<file path="src/rtl/spinner_accum_pkg.sv">
// rtl/spinner_accum_pkg.sv - shared constants, channel state encoding and clamp helper
package spinner_accum_pkg;

  localparam int DELTA_LSB = 0;
  localparam int DELTA_MSB = 7;
  localparam int TOG_BIT   = 8;
  localparam int SLOT_W    = 16;

  localparam int VEL_MAX = 127;
  localparam int VEL_MIN = -128;
  localparam int CNT_MAX = 255;

  typedef enum logic {
    ARM = 1'b0,
    RUN = 1'b1
  } chan_state_e;

  function automatic logic [7:0] clamp8(input logic signed [31:0] v);
    if (v > VEL_MAX) begin
      return 8'h7F;
    end else if (v < VEL_MIN) begin
      return 8'h80;
    end else begin
      return v[7:0];
    end
  endfunction

endpackage

</file>
<file path="src/rtl/spinner_accum_if.sv">
// rtl/spinner_accum_if.sv - spinner input streams and per-frame result vectors
interface spinner_accum_if #(
  parameter int DEVICES = 6,
  parameter int POS_W   = 16
);
  import spinner_accum_pkg::*;

  logic [SLOT_W*DEVICES-1:0] spinner;
  logic                      vs;
  logic [DEVICES-1:0]        clear;
  logic [POS_W*DEVICES-1:0]  position;
  logic [8*DEVICES-1:0]      velocity;
  logic [8*DEVICES-1:0]      evcount;
  logic                      frame_strobe;

  modport master (
    output spinner, vs, clear,
    input  position, velocity, evcount, frame_strobe
  );

  modport slave (
    input  spinner, vs, clear,
    output position, velocity, evcount, frame_strobe
  );

endinterface

</file>
<file path="src/rtl/spinner_accum_chan.sv">
// rtl/spinner_accum_chan.sv - one spinner channel: arm FSM, position, frame sum/count and latch
module spinner_chan
  import spinner_accum_pkg::*;
#(
  parameter int POS_W = 16,
  parameter int ACC_W = 12
) (
  input  logic             clk_sys,
  input  logic             reset_n,
  input  logic [7:0]       delta_i,
  input  logic             tog_i,
  input  logic             clear_i,
  input  logic             boundary_i,
  output logic [POS_W-1:0] position_o,
  output logic [7:0]       velocity_o,
  output logic [7:0]       evcount_o
);

  localparam logic signed [ACC_W-1:0] ACC_MAX = {1'b0, {(ACC_W-1){1'b1}}};
  localparam logic signed [ACC_W-1:0] ACC_MIN = {1'b1, {(ACC_W-1){1'b0}}};

  chan_state_e              state_q, state_d;
  logic                     prev_tog_q;
  logic [POS_W-1:0]         pos_q, pos_d;
  logic signed [ACC_W-1:0]  acc_q, acc_d;
  logic [7:0]               cnt_q, cnt_d;
  logic [7:0]               vel_q, vel_d;
  logic [7:0]               evc_q, evc_d;

  logic                     evt;
  logic [POS_W-1:0]         pos_base;
  logic signed [ACC_W-1:0]  acc_base;
  logic [7:0]               cnt_base;
  logic signed [ACC_W:0]    acc_sum;
  logic signed [ACC_W-1:0]  acc_sat;

  always_comb begin
    state_d  = state_q;
    evt      = 1'b0;
    pos_base = pos_q;
    acc_base = acc_q;
    cnt_base = cnt_q;
    acc_sum  = '0;
    acc_sat  = '0;
    pos_d    = pos_q;
    acc_d    = acc_q;
    cnt_d    = cnt_q;
    vel_d    = vel_q;
    evc_d    = evc_q;

    // ARM swallows whatever toggle level is present at release
    case (state_q)
      ARM:     state_d = RUN;
      RUN:     evt = (tog_i != prev_tog_q);
      default: state_d = ARM;
    endcase

    // clear takes effect before the same-cycle delta is added
    pos_base = clear_i ? '0 : pos_q;
    pos_d    = evt ? pos_base + {{(POS_W-8){delta_i[7]}}, delta_i} : pos_base;

    // at a boundary the finished frame is latched and a same-cycle event opens the new one
    if (boundary_i) begin
      vel_d    = clamp8(32'(acc_q));
      evc_d    = cnt_q;
      acc_base = '0;
      cnt_base = '0;
    end

    acc_sum = {acc_base[ACC_W-1], acc_base} + {{(ACC_W-7){delta_i[7]}}, delta_i};
    if (acc_sum[ACC_W] != acc_sum[ACC_W-1]) begin
      acc_sat = acc_sum[ACC_W] ? ACC_MIN : ACC_MAX;
    end else begin
      acc_sat = acc_sum[ACC_W-1:0];
    end

    acc_d = evt ? acc_sat : acc_base;
    if (evt && (cnt_base != 8'(CNT_MAX))) begin
      cnt_d = cnt_base + 8'd1;
    end else begin
      cnt_d = cnt_base;
    end
  end

  always_ff @(posedge clk_sys or negedge reset_n) begin
    if (!reset_n) begin
      state_q    <= ARM;
      prev_tog_q <= 1'b0;
      pos_q      <= '0;
      acc_q      <= '0;
      cnt_q      <= '0;
      vel_q      <= '0;
      evc_q      <= '0;
    end else begin
      state_q    <= state_d;
      prev_tog_q <= tog_i;
      pos_q      <= pos_d;
      acc_q      <= acc_d;
      cnt_q      <= cnt_d;
      vel_q      <= vel_d;
      evc_q      <= evc_d;
    end
  end

  assign position_o = pos_q;
  assign velocity_o = vel_q;
  assign evcount_o  = evc_q;

endmodule

</file>
<file path="src/rtl/spinner_accum.sv">
// rtl/spinner_accum.sv - vsync framing and per-device spinner channel array
module spinner_accum
  import spinner_accum_pkg::*;
#(
  parameter int DEVICES = 6,
  parameter int POS_W   = 16,
  parameter int ACC_W   = 12
) (
  input  logic           clk_sys,
  input  logic           reset_n,
  spinner_accum_if.slave bus
);

  logic vs_q;
  logic bnd_q;
  logic strobe_q;
  logic boundary;

  assign boundary = bus.vs & ~vs_q;

  // strobe trails the latch by one cycle so readers see settled results
  always_ff @(posedge clk_sys or negedge reset_n) begin
    if (!reset_n) begin
      vs_q     <= 1'b0;
      bnd_q    <= 1'b0;
      strobe_q <= 1'b0;
    end else begin
      vs_q     <= bus.vs;
      bnd_q    <= boundary;
      strobe_q <= bnd_q;
    end
  end

  assign bus.frame_strobe = strobe_q;

  for (genvar g = 0; g < DEVICES; g++) begin : g_chan
    logic unused_slot_hi;
    assign unused_slot_hi = ^bus.spinner[g*SLOT_W+TOG_BIT+1 +: SLOT_W-TOG_BIT-1];

    spinner_chan #(
      .POS_W (POS_W),
      .ACC_W (ACC_W)
    ) u_chan (
      .clk_sys    (clk_sys),
      .reset_n    (reset_n),
      .delta_i    (bus.spinner[g*SLOT_W+DELTA_LSB +: DELTA_MSB-DELTA_LSB+1]),
      .tog_i      (bus.spinner[g*SLOT_W+TOG_BIT]),
      .clear_i    (bus.clear[g]),
      .boundary_i (boundary),
      .position_o (bus.position[g*POS_W +: POS_W]),
      .velocity_o (bus.velocity[g*8 +: 8]),
      .evcount_o  (bus.evcount[g*8 +: 8])
    );
  end

endmodule

</file>
<file path="src/flat_wrapper.sv">
// flat-port wrapper written by rule: the top's interface ports become plain ports
module spinner_accum_flat import spinner_accum_pkg::*;
#(
  parameter int DEVICES = 6,
  parameter int POS_W   = 16,
  parameter int ACC_W   = 12
)
  (clk_sys, reset_n, bus_spinner, bus_vs, bus_clear, bus_position, bus_velocity, bus_evcount, bus_frame_strobe);
  spinner_accum_if #(.DEVICES(DEVICES), .POS_W(POS_W)) bus_i ();
  input  logic clk_sys;
  input  logic reset_n;
  input wire logic [$bits(bus_i.spinner)-1:0] bus_spinner;
  input wire logic [$bits(bus_i.vs)-1:0] bus_vs;
  input wire logic [$bits(bus_i.clear)-1:0] bus_clear;
  output wire logic [$bits(bus_i.position)-1:0] bus_position;
  output wire logic [$bits(bus_i.velocity)-1:0] bus_velocity;
  output wire logic [$bits(bus_i.evcount)-1:0] bus_evcount;
  output wire logic [$bits(bus_i.frame_strobe)-1:0] bus_frame_strobe;
  assign bus_i.spinner = bus_spinner;
  assign bus_i.vs = bus_vs;
  assign bus_i.clear = bus_clear;
  assign bus_position = bus_i.position;
  assign bus_velocity = bus_i.velocity;
  assign bus_evcount = bus_i.evcount;
  assign bus_frame_strobe = bus_i.frame_strobe;
  spinner_accum #(.DEVICES(DEVICES), .POS_W(POS_W), .ACC_W(ACC_W)) u_core (.clk_sys(clk_sys), .reset_n(reset_n), .bus(bus_i));
endmodule
</file>
<file path="config.mk">
export PLATFORM = sky130hd
export DESIGN_NAME = spinner_accum_flat
export DESIGN_NICKNAME = d
export VERILOG_FILES = /design/src/rtl/spinner_accum_pkg.sv /design/src/rtl/spinner_accum_if.sv /design/src/rtl/spinner_accum_chan.sv /design/src/rtl/spinner_accum.sv /design/src/flat_wrapper.sv
export SDC_FILE = /design/constraint.sdc
export NUM_CORES = 1
export LEC_CHECK = 0
export BUFFER_PORTS_ARGS = -buffer_cell sky130_fd_sc_hd__buf_2
export CAP_MARGIN = 20
export CORE_MARGIN = 2
export CORE_UTILIZATION = 59
export DETAILED_ROUTE_END_ITERATION = 8
export PLACE_DENSITY = 0.8
export SLEW_MARGIN = 20
export SYNTH_ARGS = -nofsm -noshare
export SYNTH_HDL_FRONTEND = slang
export SYNTH_SLANG_ARGS = --single-unit
</file>
<file path="constraint.sdc">
create_clock -name clk_sys -period 4.4 [get_ports clk_sys]
set_clock_uncertainty 0.15 [all_clocks]
set_input_delay 0.44 -clock clk_sys [delete_from_list [all_inputs] [get_ports clk_sys]]
set_output_delay 0.44 -clock clk_sys [all_outputs]
set_load 0.005 [all_outputs]
</file>
==> out/qor.yml <==
grt_pass1_wl_um: 87690
drv_cap: 0
grt_antenna_before_repair: 0
synth_ff_type: "dfrtp_1"
finalSetupTns_ns: 0
final_common_cell: "nand2_1"
drt-initial-drc-count: 922
final_core_util_pct: 68.37
synthToLayoutAreaGrowth_pct: 14.36
dieArea_um2: 37580
seq_area_frac_synth_pct: 37.89
dpl.hpwl_um: 37380
syn_area_per_cell_um2: 8.740
die_w_um: 193.8
routed_wl_um: 52260
start_util_pct: 59.78
via_per_inst: 5.817
fill_cells: 2786
grt_overflow: 0
worstSetupEndpointType: "register"
portBuffers: 255
syn_nets: 2718
grt_max_degree: 102
status: "finished, final reports clean"
r2r_slack_ns: 0.58
most-common-layout-cells: "441 x nand2_1, 322 x dfrtp_1, 254 x buf_2, 174 x o21ai_0, 168 x ha_1"
cts_setup_buffers: 0
r2r_cells: 13
final_cells: 3167
hold_depth: 3
p_per_area_nw_per_um2: 478.5
postSynthRegisterBits: 322
syn_area_um2: 21260
met2WireLength_um: 25220
dr_wl_met3_um: 2723
arrival_ns: 4.32
cts_htree_levels: 2
regToRegEndpoint: "u_core.g_chan[1].u_chan.acc_q[0]"
peakVddDrop_uv: 404.8
power.total_w: 0.01164
worstReg2RegStart: "u_core.vs_q"
wl_per_cell_um: 16.50
start_kind: "primary input"
core-area_um2: 35570
period_needed_ns: 4.027
yosysWarningCount: 0
rows: 69
place_congestion: 0.9063
cts-buffers-inserted: 38
p_leak_nw: 12.33
vias: 18420
die-height_um: 193.8
clockRootBuffer: "clkbuf_16"
dr.pass1.iters: 5
async_flop_share_pct: 100.0
maxSlewHeadroom_pct: 42.88
required_ns: 4.69
hold_path.class: "primary input to register"
hold_path_end: "u_core.g_chan[4].u_chan.position_o[0]"
remaining_drc_errors: 0
numClockSinks: 322
drv_slew: 0
grt_pass1_vias: 18230
holdCritStartpoint: "bus_spinner[64]"
cts_buffer_depth: 3
drt-met1-wl_um: 23040
finalSetupViolations: 0
postSynthCellCount: 2433
clock_latency_ns: 0.54
synth_edf_count: 0
tightest_slew_ns: 0.8569
path_max_fanout: 26
layout-drive-gt1-share_pct: 14.89
hold_viol: 0
grtUsageTotal_pct: 27.67
ios: 298
final_antenna_net_count: 0
cts_tree: "yes"
clkTransAtPathRegs_ns: 0.06
fmax_mhz: 248.3
crit_type: "primary input to register"
fin_crit_sh_pct: 91.52
dp_cells: 3093
diodes: 0
rsz0062_at_grt: "false"
nNetsFinal: 2965
synth_cell_types: 75
topRoutingLayerUsed: "met4"
what timing repair did:
| item | CTS | global route |
|---|---|---|
| endpoints found under the hold margin | 104 | 0 |
| gates resized for setup | 0 | 1 |
| hold buffers | 8 | 0 |
| setup endpoints to repair | 0 | 1 |
state kept, by name (all words and copies together), names as in the netlist, 6 cells and up:
name                             cells
u_core.g_chan.u_chan.prev_tog_q      6
u_core.g_chan.u_chan.cnt_q          48
u_core.g_chan.u_chan.evcount_o      48
u_core.g_chan.u_chan.position_o     96
u_core.g_chan.u_chan.acc_q          72
u_core.g_chan.u_chan.velocity_o     48
power by group:
| group | total (W) | internal [W] | switching, W |
|---|---|---|---|
| Clock | 0.00310 | 0.00181 | 0.00129 |
| Sequential | 0.00405 | 0.00364 | 0.000416 |
| Combinational | 0.00448 | 0.00197 | 0.00251 |
| Total | 0.0116 | 0.00742 | 0.00422 |
synthesized netlist by cell type, types with 10 or more instances:
library cell / n / area, um2
nor2b_1: 107 / 669.4
nand3_1: 72 / 360.4
and2_1: 87 / 544.3
clkbuf_1: 68 / 255.2
or2_2: 13 / 81.33
a211oi_1: 41 / 307.8
a31oi_1: 19 / 118.9
or3_1: 15 / 93.84
nor4_1: 10 / 62.56
inv_1: 85 / 319.1
o21ai_0: 174 / 870.8
o21bai_1: 12 / 90.09
xnor2_1: 73 / 639.4
nand2b_1: 29 / 181.4
nor3b_1: 13 / 97.59
nor2_1: 155 / 581.8
o21a_1: 24 / 180.2
nand2_1: 441 / 1655
and3_1: 22 / 137.6
xor2_1: 68 / 595.6
nor3_1: 39 / 195.2
nand4_1: 20 / 125.1
a21o_1: 41 / 307.8
a2bb2oi_1: 20 / 175.2
a21oi_1: 77 / 385.4
dfrtp_1: 322 / 8058
o31ai_1: 37 / 277.8
ha_1: 168 / 2102
fa_1: 12 / 240.2
mux2_2: 28 / 315.3
metrics by stage:
step / hold WS [ns] / instance area, um2 / setup WS (ns)
floorplan: -0.005591 / 21260 / 0.3785
global placement: 0.1827 / 23020 / 0.5204
detailed placement: 0.1864 / 23020 / 0.3289
CTS: 0.09705 / 24310 / 0.3629
global route: 0.1247 / 24320 / 0.01291
finish: 0.1320 / 24320 / 0.3729
worst max-delay path by stage:
stage,slack (ns),cells past startpoint,endpoint,startpoint
global placement,0.52,14,u_core.g_chan[5].u_chan.acc_q[2],bus_vs
CTS,0.36,12,u_core.g_chan[5].u_chan.acc_q[6],bus_vs
detailed placement,0.33,11,u_core.g_chan[5].u_chan.acc_q[6],bus_vs
finish,0.37,15,u_core.g_chan[1].u_chan.acc_q[0],bus_vs
floorplan,0.38,18,u_core.g_chan[0].u_chan.acc_q[3],bus_vs
global route,0.01,15,u_core.g_chan[1].u_chan.acc_q[0],bus_vs
worst max-delay path: stages:
cell and delay, ns:
dlygate4sd3_1 0.54, buf_2 0.14, nand2b_4 0.32, and2_1 0.21, ha_1 0.21, inv_1 0.07, fa_1 0.39, nand2b_1 0.19
a21oi_1 0.20, o21ai_0 0.15, a21oi_1 0.31, a41oi_1 0.21, a31oi_2 0.52, nor2_1 0.12, a211oi_1 0.29
layer usage:
layer | vias to the layer above | global-route usage (%)
met5 | - | 0
met4 | 0 | 7.941
met3 | 95 | 5.131
met2 | 448 | 47.06
met1 | 8864 | 36.24
li1 | 9017 | -
area by class of cell:
type	count	area (um2)	area share, %
Timing Repair Buffer	287	1572	6.463
Multi-Input combinational cell	1946	12580	51.74
Inverter	85	319.1	1.312
Clock inverter	15	110.1	0.4528
Tap cell	461	576.8	2.372
Clock buffer	51	1101	4.528
Sequential cell	322	8058	33.14
cells by family after synthesis:
kind of cell	Yosys count	share of synthesized area, %
XOR/XNOR	141	5.808
AO/OA/AOI/OAI	543	16.96
adder cells (fa/ha/maj)	180	11.02
flip-flops	322	37.89
multiplexers	34	1.789
buffers and inverters	165	2.995
other	1	0.01764
AND/OR/NAND/NOR	1047	23.52
No activity file was read; power rests on OpenSTA's default activity.
